[src/rtl/p2_video_scan.sv]
// p2_video_scan: raster scan-out engine for the 1152x900 monochrome frame buffer.
// Prefetches one 16-bit VRAM word per 16 pixels over read port 1, shifts it out
// MSB-first and generates hsync/vsync/blank and a once-per-frame vblank pulse.
module p2_video_scan #(
   parameter int unsigned H_ACTIVE = 1152,
   parameter int unsigned H_FP     = 40,
   parameter int unsigned H_SYNC   = 128,
   parameter int unsigned H_BP     = 184,
   parameter int unsigned V_ACTIVE = 900,
   parameter int unsigned V_FP     = 2,
   parameter int unsigned V_SYNC   = 4,
   parameter int unsigned V_BP     = 31,
   parameter int unsigned RD_LAT   = 1,
   parameter bit          HS_POL   = 1'b0,
   parameter bit          VS_POL   = 1'b0
) (
   input  logic        clk,
   input  logic        reset_n,
   input  logic        video_en,
   output logic        rd_en,
   output logic [16:0] rd_addr,
   input  logic [15:0] rd_data,
   output logic        pixel,
   output logic        hsync,
   output logic        vsync,
   output logic        blank,
   output logic        vblank_irq
);

   localparam int unsigned H_TOTAL = H_ACTIVE + H_FP + H_SYNC + H_BP;
   localparam int unsigned V_TOTAL = V_ACTIVE + V_FP + V_SYNC + V_BP;
   localparam int unsigned WORDS   = H_ACTIVE / 16;
   localparam int unsigned HW      = $clog2(H_TOTAL);
   localparam int unsigned VW      = $clog2(V_TOTAL);

   localparam logic [HW-1:0] H_ONE    = HW'(1);
   localparam logic [HW-1:0] H_LAST   = HW'(H_TOTAL - 1);
   localparam logic [HW-1:0] H_RST    = HW'(H_TOTAL - 16);
   localparam logic [HW-1:0] H_ACT    = HW'(H_ACTIVE);
   localparam logic [HW-1:0] H_WK_MAX = HW'(H_ACTIVE - 24);
   localparam logic [HW-1:0] H_W0     = HW'(H_TOTAL - 8);
   localparam logic [HW-1:0] H_HS_ON  = HW'(H_ACTIVE + H_FP);
   localparam logic [HW-1:0] H_HS_OFF = HW'(H_ACTIVE + H_FP + H_SYNC);
   localparam logic [VW-1:0] V_ONE    = VW'(1);
   localparam logic [VW-1:0] V_LAST   = VW'(V_TOTAL - 1);
   localparam logic [VW-1:0] V_ACT    = VW'(V_ACTIVE);
   localparam logic [VW-1:0] V_ACT_M1 = VW'(V_ACTIVE - 1);
   localparam logic [VW-1:0] V_VS_ON  = VW'(V_ACTIVE + V_FP);
   localparam logic [VW-1:0] V_VS_OFF = VW'(V_ACTIVE + V_FP + V_SYNC);
   localparam logic [15:0]   W_STEP   = 16'(WORDS);

   logic [HW-1:0]     h, h_nxt;
   logic [VW-1:0]     v, v_nxt;
   logic [15:0]       line_base;
   logic [15:0]       fetch_word;
   logic              fetch;
   logic [RD_LAT-1:0] cap_pipe;
   logic [15:0]       hold;
   logic [15:0]       shift;
   logic              en_q;
   logic              active, in_hs, in_vs, pix_bit, en_eff;

   // next raster position: h wraps into v, v wraps at frame end
   always_comb begin
      h_nxt = h + H_ONE;
      v_nxt = v;
      if (h == H_LAST) begin
         h_nxt = '0;
         v_nxt = (v == V_LAST) ? '0 : v + V_ONE;
      end
   end

   // fetch decision is made on the next position so rd_en is high exactly at h=16k-8
   always_comb begin
      fetch      = 1'b0;
      fetch_word = line_base;
      if (v_nxt < V_ACT && h_nxt[3:0] == 4'd8 && h_nxt <= H_WK_MAX) begin
         fetch      = 1'b1;
         fetch_word = line_base + 16'(h_nxt[HW-1:4]) + 16'd1;
      end else if (h_nxt == H_W0 && (v == V_LAST || v < V_ACT_M1)) begin
         fetch      = 1'b1;
         fetch_word = (v == V_LAST) ? '0 : line_base + W_STEP;
      end
   end

   // raster counters, line base word index and VRAM read request
   always_ff @(posedge clk or negedge reset_n) begin
      if (!reset_n) begin
         h         <= H_RST;
         v         <= V_LAST;
         line_base <= '0;
         rd_en     <= 1'b0;
         rd_addr   <= '0;
      end else begin
         h <= h_nxt;
         v <= v_nxt;
         if (h == H_LAST) begin
            if (v == V_LAST)
               line_base <= '0;
            else if (v < V_ACT_M1)
               line_base <= line_base + W_STEP;
         end
         rd_en <= fetch;
         if (fetch)
            rd_addr <= {fetch_word, 1'b0};
      end
   end

   // read-latency pipeline: latch rd_data exactly RD_LAT clocks after rd_en
   always_ff @(posedge clk or negedge reset_n) begin
      if (!reset_n) begin
         cap_pipe <= '0;
         hold     <= '0;
      end else begin
         cap_pipe[0] <= rd_en;
         for (int unsigned i = 1; i < RD_LAT; i++)
            cap_pipe[i] <= cap_pipe[i-1];
         if (cap_pipe[RD_LAT-1])
            hold <= rd_data;
      end
   end

   // Pixel for the current h is taken before the shift register updates: on a
   // word boundary that is hold[15], otherwise shift[14], so the registered
   // pixel lines up with blank/hsync/vsync (all one clock behind the counters).
   always_comb begin
      active  = (h < H_ACT) && (v < V_ACT);
      in_hs   = (h >= H_HS_ON) && (h < H_HS_OFF);
      in_vs   = (v >= V_VS_ON) && (v < V_VS_OFF);
      pix_bit = (h[3:0] == 4'd0) ? hold[15] : shift[14];
      en_eff  = (h == '0 && v == '0) ? video_en : en_q;
   end

   // serialiser: reload every 16 active pixels, otherwise shift MSB-first
   always_ff @(posedge clk or negedge reset_n) begin
      if (!reset_n)
         shift <= '0;
      else if (active && h[3:0] == 4'd0)
         shift <= hold;
      else
         shift <= {shift[14:0], 1'b0};
   end

   // display enable sampled only at frame start to avoid mid-frame tearing
   always_ff @(posedge clk or negedge reset_n) begin
      if (!reset_n)
         en_q <= 1'b0;
      else if (h == '0 && v == '0)
         en_q <= video_en;
   end

   // registered output stage: pixel, blank, syncs and vblank pulse share alignment
   always_ff @(posedge clk or negedge reset_n) begin
      if (!reset_n) begin
         pixel      <= 1'b0;
         blank      <= 1'b1;
         hsync      <= ~HS_POL;
         vsync      <= ~VS_POL;
         vblank_irq <= 1'b0;
      end else begin
         pixel      <= active & en_eff & pix_bit;
         blank      <= ~active;
         hsync      <= in_hs ? HS_POL : ~HS_POL;
         vsync      <= in_vs ? VS_POL : ~VS_POL;
         vblank_irq <= (v == V_ACT) && (h == '0);
      end
   end

endmodule

[config.mk]
export PLATFORM = sky130hd
export DESIGN_NAME = p2_video_scan
export DESIGN_NICKNAME = d
export VERILOG_FILES = /design/src/rtl/p2_video_scan.sv
export SDC_FILE = /design/constraint.sdc
export NUM_CORES = 1
export LEC_CHECK = 0
export ABC_CLOCK_PERIOD_IN_PS = 5700
export BUFFER_PORTS_ARGS = -buffer_cell sky130_fd_sc_hd__buf_4
export CAP_MARGIN = 20
export CORE_ASPECT_RATIO = 1.1
export CORE_MARGIN = 2
export CORE_UTILIZATION = 65
export DETAILED_ROUTE_END_ITERATION = 16
export GPL_ROUTABILITY_DRIVEN = 0
export PLACE_DENSITY = 0.95
export SLEW_MARGIN = 40
export SYNTH_ARGS = -nofsm -noshare
export SYNTH_HDL_FRONTEND = slang
export SYNTH_SLANG_ARGS = --single-unit
[constraint.sdc]
create_clock -name clk -period 5.7 [get_ports clk]
set_input_delay 0.285 -clock clk [delete_from_list [all_inputs] [get_ports clk]]
set_output_delay 0.285 -clock clk [all_outputs]
set_load 0.1 [all_outputs]
==> flow_summary.ini, run 1 <==
[worst_setup_path]
reg2reg_slack_ns = 1.78
crit_chain = nor4b_2, and4_1, buf_4, a2bb2oi_4, o31ai_2, or4_4, o2111ai_2, and3_2, mux2i_1
end_kind = register
slowest_stage = and4_1
worstPathRequired_ns = 5.99
cp_top_family = simple AND/OR/NAND/NOR gates
path_buf_inv = 1
crit_type = reg -> reg
r2r-start = v[3]$_DFF_PN1_
cp-startpoint = v[3]$_DFF_PN1_
crit_path_max_incr_delay_ns = 0.66
arrival_ns = 4.20
reg2regPathDepth = 9
cp-start-kind = register
cp_num_cells = 9
path_max_fanout = 18

[power_and_ir_drop]
cellPowerDensity_nw_per_um2 = 211
total_power_uw = 1160
peakVddDrop_mv = 0.152
leakage_uw = 0.00246

[placed_design]
port_buffers = 40
hpwl_mm = 7.73

[routing]
first_pass_iters = 5
initialDrtViolationCount = 371
via_per_inst = 6.40
vias = 3964
post_drt_wl_per_cell_um = 18.6
postRouteAntennaNets = 0
drcViolationCount = 0
routed_wl_mm = 11.5

[yosys]
synth_top_area_cell = dfrtp_1
ys_ff_latch = 92
netlist_top_cells_area = dfrtp_1 39%, mux2_2 7.4%, dfstp_2 6.8%
ys_seq_area_frac = 0.463
synth_area_sq_um = 5010
synth_cell_type_count = 58
synthCells = 485
synth_enable_flop_cells = 0
synth_warnings = 0
avgSynthCellArea_sq_um = 10.3
synthArstFlopShare = 1.00
synth_top_area_frac = 0.395
synthesis.nets = 517
synth_flop_cell = dfrtp_1

[clocking]
clkSinkCount = 92
root_buffer = clkbuf_8
cts_buffers = 9
clk_latency_ns = 0.38
clk_path_buf_depth = 2
clk_pin_slew_worst_paths_ns = 0.10
h-tree-depth = 3
cts_tree = built

[die]
die_w_um = 87.7
start_util = 0.670
dieArea_sq_um = 8420
die_y_um = 96.0
io_pins = 42
row_count = 33
core_area_sq_um = 7470

[run]
drv_cap = 0

[sta]
drv_slew = 0
relSlewSlack = 0.451
setup_viol = 0
finClkSkew_ns = 0.0159
fin_crit_sh = 0.687
final.setup.tns_ns = 0
worst_pin_slew_ns = 0.818
rsz0062_at_grt = no
finalCriticalPeriod_ns = 3.92
fmax_mhz = 255
hold_viol_final = 0

[worst_hold_path]
min_path_cells = 2
hold_path.class = in -> reg
hp-start = rd_data[3]

[grt]
grt_use_total = 0.294
grt_overflow = 0
grt_max_degree = 75
antenna_found_initial = 0
grt_pass1_wl_mm = 19.0
grt_pass1_vias = 3915

[final_layout]
mostFrequentLayoutCell = dfrtp_1
layout_common_cells = 79 x dfrtp_1, 42 x buf_4, 37 x o21ai_0, 34 x nor2_1, 33 x mux2_2
antenna_cells = 0
area_delta_synth_final_pct = 10.3
fillCellCount = 491
final_util = 0.739
nNetsFinal = 541
drive_above_1_share = 0.235

[status]
status = finished, final reports clean
## what timing repair did
action                                  4_1_cts  5_1_grt
endpoints found under the setup margin        0        0
endpoints found under the hold margin        18        0
hold buffers                                  1        0
setup buffers                                 0        0
resized for setup                             0        0
## synth_stat cells, drive strengths merged (2+ instances only)
library cell	instances
or3	10
dfrtp	79
o2111ai	2
a21o	4
nor4b	3
nor4	5
and2	5
o21ai	41
nor2	34
nand4	10
and4	2
nor3b	2
dfstp	13
xor2	12
inv	17
mux2	33
or4	2
or2	3
xnor2	13
buf	12
nand3	15
nand2	29
mux2i	32
and3	10
nor2b	3
nand2b	5
clkbuf	19
nor3	7
o31ai	6
a31o	2
ha	13
a21oi	26
## registers in the layout, summed over array words and instances, names as in the netlist
register / count
line_base: 16
en_q: 1
rd_addr: 16
hold: 16
shift: 15
rd_en: 1
hsync: 1
v: 10
blank: 1
vsync: 1
cap_pipe: 1
h: 11
vblank_irq: 1
pixel: 1
## path summary, 6_finish.rpt
kind / endpoint
setup / recovery: rd_addr[15]$_DFFE_PN0P_
hold / removal: hold[3]$_DFFE_PN0P_
setup reg to reg: rd_addr[15]$_DFFE_PN0P_
hold reg to reg: cap_pipe$_DFF_PN0_
max in group asynchronous: hold[11]$_DFFE_PN0P_
min in group asynchronous: shift[3]$_DFF_PN0_
## through the flow
step / cells / hold slack [ns] / setup slack [ns] / cell area (sq um)
floorplan: 485 / -0.0106 / 2.58 / 5010
global placement: 602 / 0.160 / 1.66 / 5300
detailed placement: 602 / 0.176 / 1.84 / 5310
CTS: 619 / 0.130 / 1.81 / 5520
global route: 619 / 0.128 / 1.56 / 5520
finish: 619 / 0.128 / 1.78 / 5520
## worst reg2reg max path, delay by kind of cell, from the launching register on
family	cells	cell delay [ns]
AO/OA/AOI/OAI	3	0.45
buffers and inverters	1	0.36
flip-flops	1	0.65
multiplexers	1	0.27
AND/OR/NAND/NOR	4	2.11
## layer usage
layer | vias up | GRT usage | wire [um]
met1 | 1955 | 0.372 | 4540
met5 | - | 0 | 0
met3 | 43 | 0.0420 | 649
li1 | 1770 | - | -
met4 | 0 | 0.150 | 330
met2 | 196 | 0.491 | 5970
## where the power goes
group | switching (uW) | leakage, uW | total (uW) | internal, uW
combinational | 23.0 | 0.00122 | 40.6 | 17.6
sequential | 5.13 | 0.00114 | 669 | 664
clock | 241 | 0.0000983 | 455 | 214
## cell type report
class                   instances  area, sq um  area share
well taps                     105          131      0.0238
flip-flops and latches         92         2320       0.420
clock buffers                  10          138      0.0249
clock inverters                 6         63.8      0.0116
repair buffers                 44          337      0.0609
inverters                      17         63.8      0.0116
multi-input cells             345         2470       0.448
## cell families (layout without fill, tap and decap cells)
logic type,count (synthesis),after routing,synth area share
xor gates and xnor gates,25,25,0.0437
muxes,65,65,0.138
other,1,1,0.000749
adders and majority gates,13,13,0.0325
DFF,92,92,0.463
AOI/OAI and AO/OA,93,93,0.114
and+or+nand+nor,148,148,0.162
buffers and inverters,48,77,0.0457
Power figures use the tool's default switching activity.
==> inputs of run 2 (changes only) <==
--- a/config.mk
+++ b/config.mk
@@ -5,15 +5,15 @@
 export SDC_FILE = /design/constraint.sdc
 export NUM_CORES = 1
 export LEC_CHECK = 0
-export ABC_CLOCK_PERIOD_IN_PS = 5700
+export ABC_CLOCK_PERIOD_IN_PS = 3500
 export BUFFER_PORTS_ARGS = -buffer_cell sky130_fd_sc_hd__buf_4
 export CAP_MARGIN = 20
 export CORE_ASPECT_RATIO = 1.1
 export CORE_MARGIN = 2
-export CORE_UTILIZATION = 65
+export CORE_UTILIZATION = 54
 export DETAILED_ROUTE_END_ITERATION = 16
 export GPL_ROUTABILITY_DRIVEN = 0
-export PLACE_DENSITY = 0.95
+export PLACE_DENSITY = 0.85
 export SLEW_MARGIN = 40
 export SYNTH_ARGS = -nofsm -noshare
 export SYNTH_HDL_FRONTEND = slang
==> constraint.sdc (replaced) <==
create_clock -name clk -period 3.5 [get_ports clk]
set_input_delay 0.175 -clock clk [delete_from_list [all_inputs] [get_ports clk]]
set_output_delay 0.175 -clock clk [all_outputs]
set_load 0.1 [all_outputs]
==> flow_summary.ini, run 2 (same netlist as run 1, synthesis figures left out) <==
[die]
die_w_um = 95.8
dieArea_sq_um = 10100
row_count = 36
io_pins = 42
core_area_sq_um = 8920
die_y_um = 105
start_util = 0.561

[power_and_ir_drop]
p_comb_frac = 0.034
cellPowerDensity_nw_per_um2 = 351
intPower_uw = 1540
pwr-share-clk = 0.416
p_sw_frac = 0.222
seq_power_share = 0.550
p_switching_uw = 440
peakVddDrop_mv = 0.239
leakage_uw = 0.00251

[placed_design]
dpl-instance-area_sq_um = 5380
pre_cts_ws_ns = 0.202
hpwl_mm = 7.44
dp_cells = 617
port_buffers = 40

[routing]
post_drt_wl_per_cell_um = 17.2
drcViolationCount = 0
postRouteAntennaNets = 0
via_per_inst = 6.01
first_pass_iters = 5
wl_met2_mm = 5.60
routed_wl_mm = 10.9
initialDrtViolationCount = 202
wl_met3_um = 423
routedLengthMet1_mm = 4.58
topRoutingLayerUsed = met4
vias = 3810

[worst_setup_path]
crit_path_max_incr_delay_ns = 0.65
end_kind = register
crit_type = reg -> reg
path_max_fanout = 9
crit_chain = nand3_1, or4_4, nand2_1, inv_1, ha_1, a21o_1, a21oi_1, a31oi_2, nand3_1, xor2_1, mux2i_1
cp_num_cells = 11
reg2regPathDepth = 11
cp-startpoint = h[6]$_DFF_PN1_
path_buf_inv = 1
cp-start-kind = register
arrival_ns = 3.55
slowest_stage = or4_4
worstPathRequired_ns = 3.76
r2r-start = h[6]$_DFF_PN1_
cp_top_family = simple AND/OR/NAND/NOR gates
path_common_cell = nand3_1

[run]
drv_cap = 0

[sta]
worst_pin_slew_ns = 0.687
finalCriticalPeriod_ns = 3.29
setup_viol = 0
fmax_mhz = 304
finClkSkew_ns = 0.0121
relSlewSlack = 0.542
setup_ws_ns = 0.207
hold_viol_final = 0
drv_slew = 0
fin_crit_sh = 0.941

[final_layout]
mostFrequentLayoutCell = dfrtp_1
area_delta_synth_final_pct = 12.6
nNetsFinal = 547
stdcell_area_sq_um = 5640
drive_above_1_share = 0.244
final_cells = 634
layout_common_cells = 79 x dfrtp_1, 46 x buf_4, 37 x o21ai_0, 34 x nor2_1, 33 x mux2_2
antenna_cells = 0
largest_registers = hold (16), line_base (16), rd_addr (16)

[clocking]
clk_pin_slew_worst_paths_ns = 0.10
clkSinkCount = 92
clk_path_buf_depth = 2
clk_latency_ns = 0.38
root_buffer = clkbuf_8
cts_tree = built
cts_buffers = 9
h-tree-depth = 3

[worst_hold_path]
hold_path.class = in -> reg
min_path_cells = 2
hp-start = rd_data[0]

[grt]
grt_overflow = 0
grt_max_degree = 86
grt_pass1_vias = 3813
grt_use_total = 0.237
grt_pass1_wl_mm = 18.6
antenna_found_initial = 0

[status]
status = finished, final reports clean
==> run 2: timing repair <==
action	in CTS	in global routing
endpoints found under the setup margin	0	12
resized for setup	0	2
hold buffers	1	0
endpoints found under the hold margin	71	0
setup buffers	0	0
==> run 2: metal layers <==
layer	global-route usage	vias to the layer above
li1	-	1783
met1	0.319	1901
met2	0.379	103
met3	0.0281	23
met4	0.110	0
met5	0	-
==> run 2: final cells by class <==
class | count | area (sq um)
fillers | 688 | 3280
multi-input cells | 345 | 2470
flip-flops and latches | 92 | 2320
repair buffers | 50 | 409
well taps | 114 | 143
clock buffers | 10 | 138
clock inverters | 6 | 93.8
inverters | 17 | 63.8
==> run 2: path summary, 6_finish.rpt <==
kind / slack (ns) / endpoint
max: 0.21 / rd_addr[13]$_DFFE_PN0P_
min: 0.02 / hold[0]$_DFFE_PN0P_
max reg2reg: 0.21 / rd_addr[13]$_DFFE_PN0P_
min reg2reg: 0.41 / cap_pipe$_DFF_PN0_
max in group asynchronous: 2.49 / line_base[10]$_DFFE_PN0P_
min in group asynchronous: 0.39 / hold[8]$_DFFE_PN0P_
==> run 2: metrics by stage <==
| step | setup TNS (ns) | util | hold slack, ns | power, uW |
|---|---|---|---|---|
| finish | 0 | 0.632 | 0.0207 | 1980 |
| global route | -0.0427 | 0.632 | 0.0176 | 2050 |
| CTS | 0 | 0.630 | 0.0132 | 2000 |
| detailed placement | 0 | 0.603 | 0.280 | 1180 |
| global placement | 0 | 0.603 | 0.388 | 1170 |
| floorplan | 0 | - | -0.121 | 1130 |
==> run 2: power groups by stage <==
stage	clock, uW	combinational [uW]	sequential (uW)
global route	879	75.2	1090
finish	824	66.6	1090
global placement	0	64.2	1110
floorplan	0	22.2	1110
detailed placement	0	66.6	1110
CTS	842	68.6	1090
==> run 2: worst reg2reg max path: stages (launching register included) <==
cell and delay (ns):
dfstp_2 0.62, nand3_1 0.30, or4_4 0.65, nand2_1 0.13
inv_1 0.07, ha_1 0.35, a21o_1 0.19, a21oi_1 0.29
a31oi_2 0.19, nand3_1 0.15, xor2_1 0.16, mux2i_1 0.09
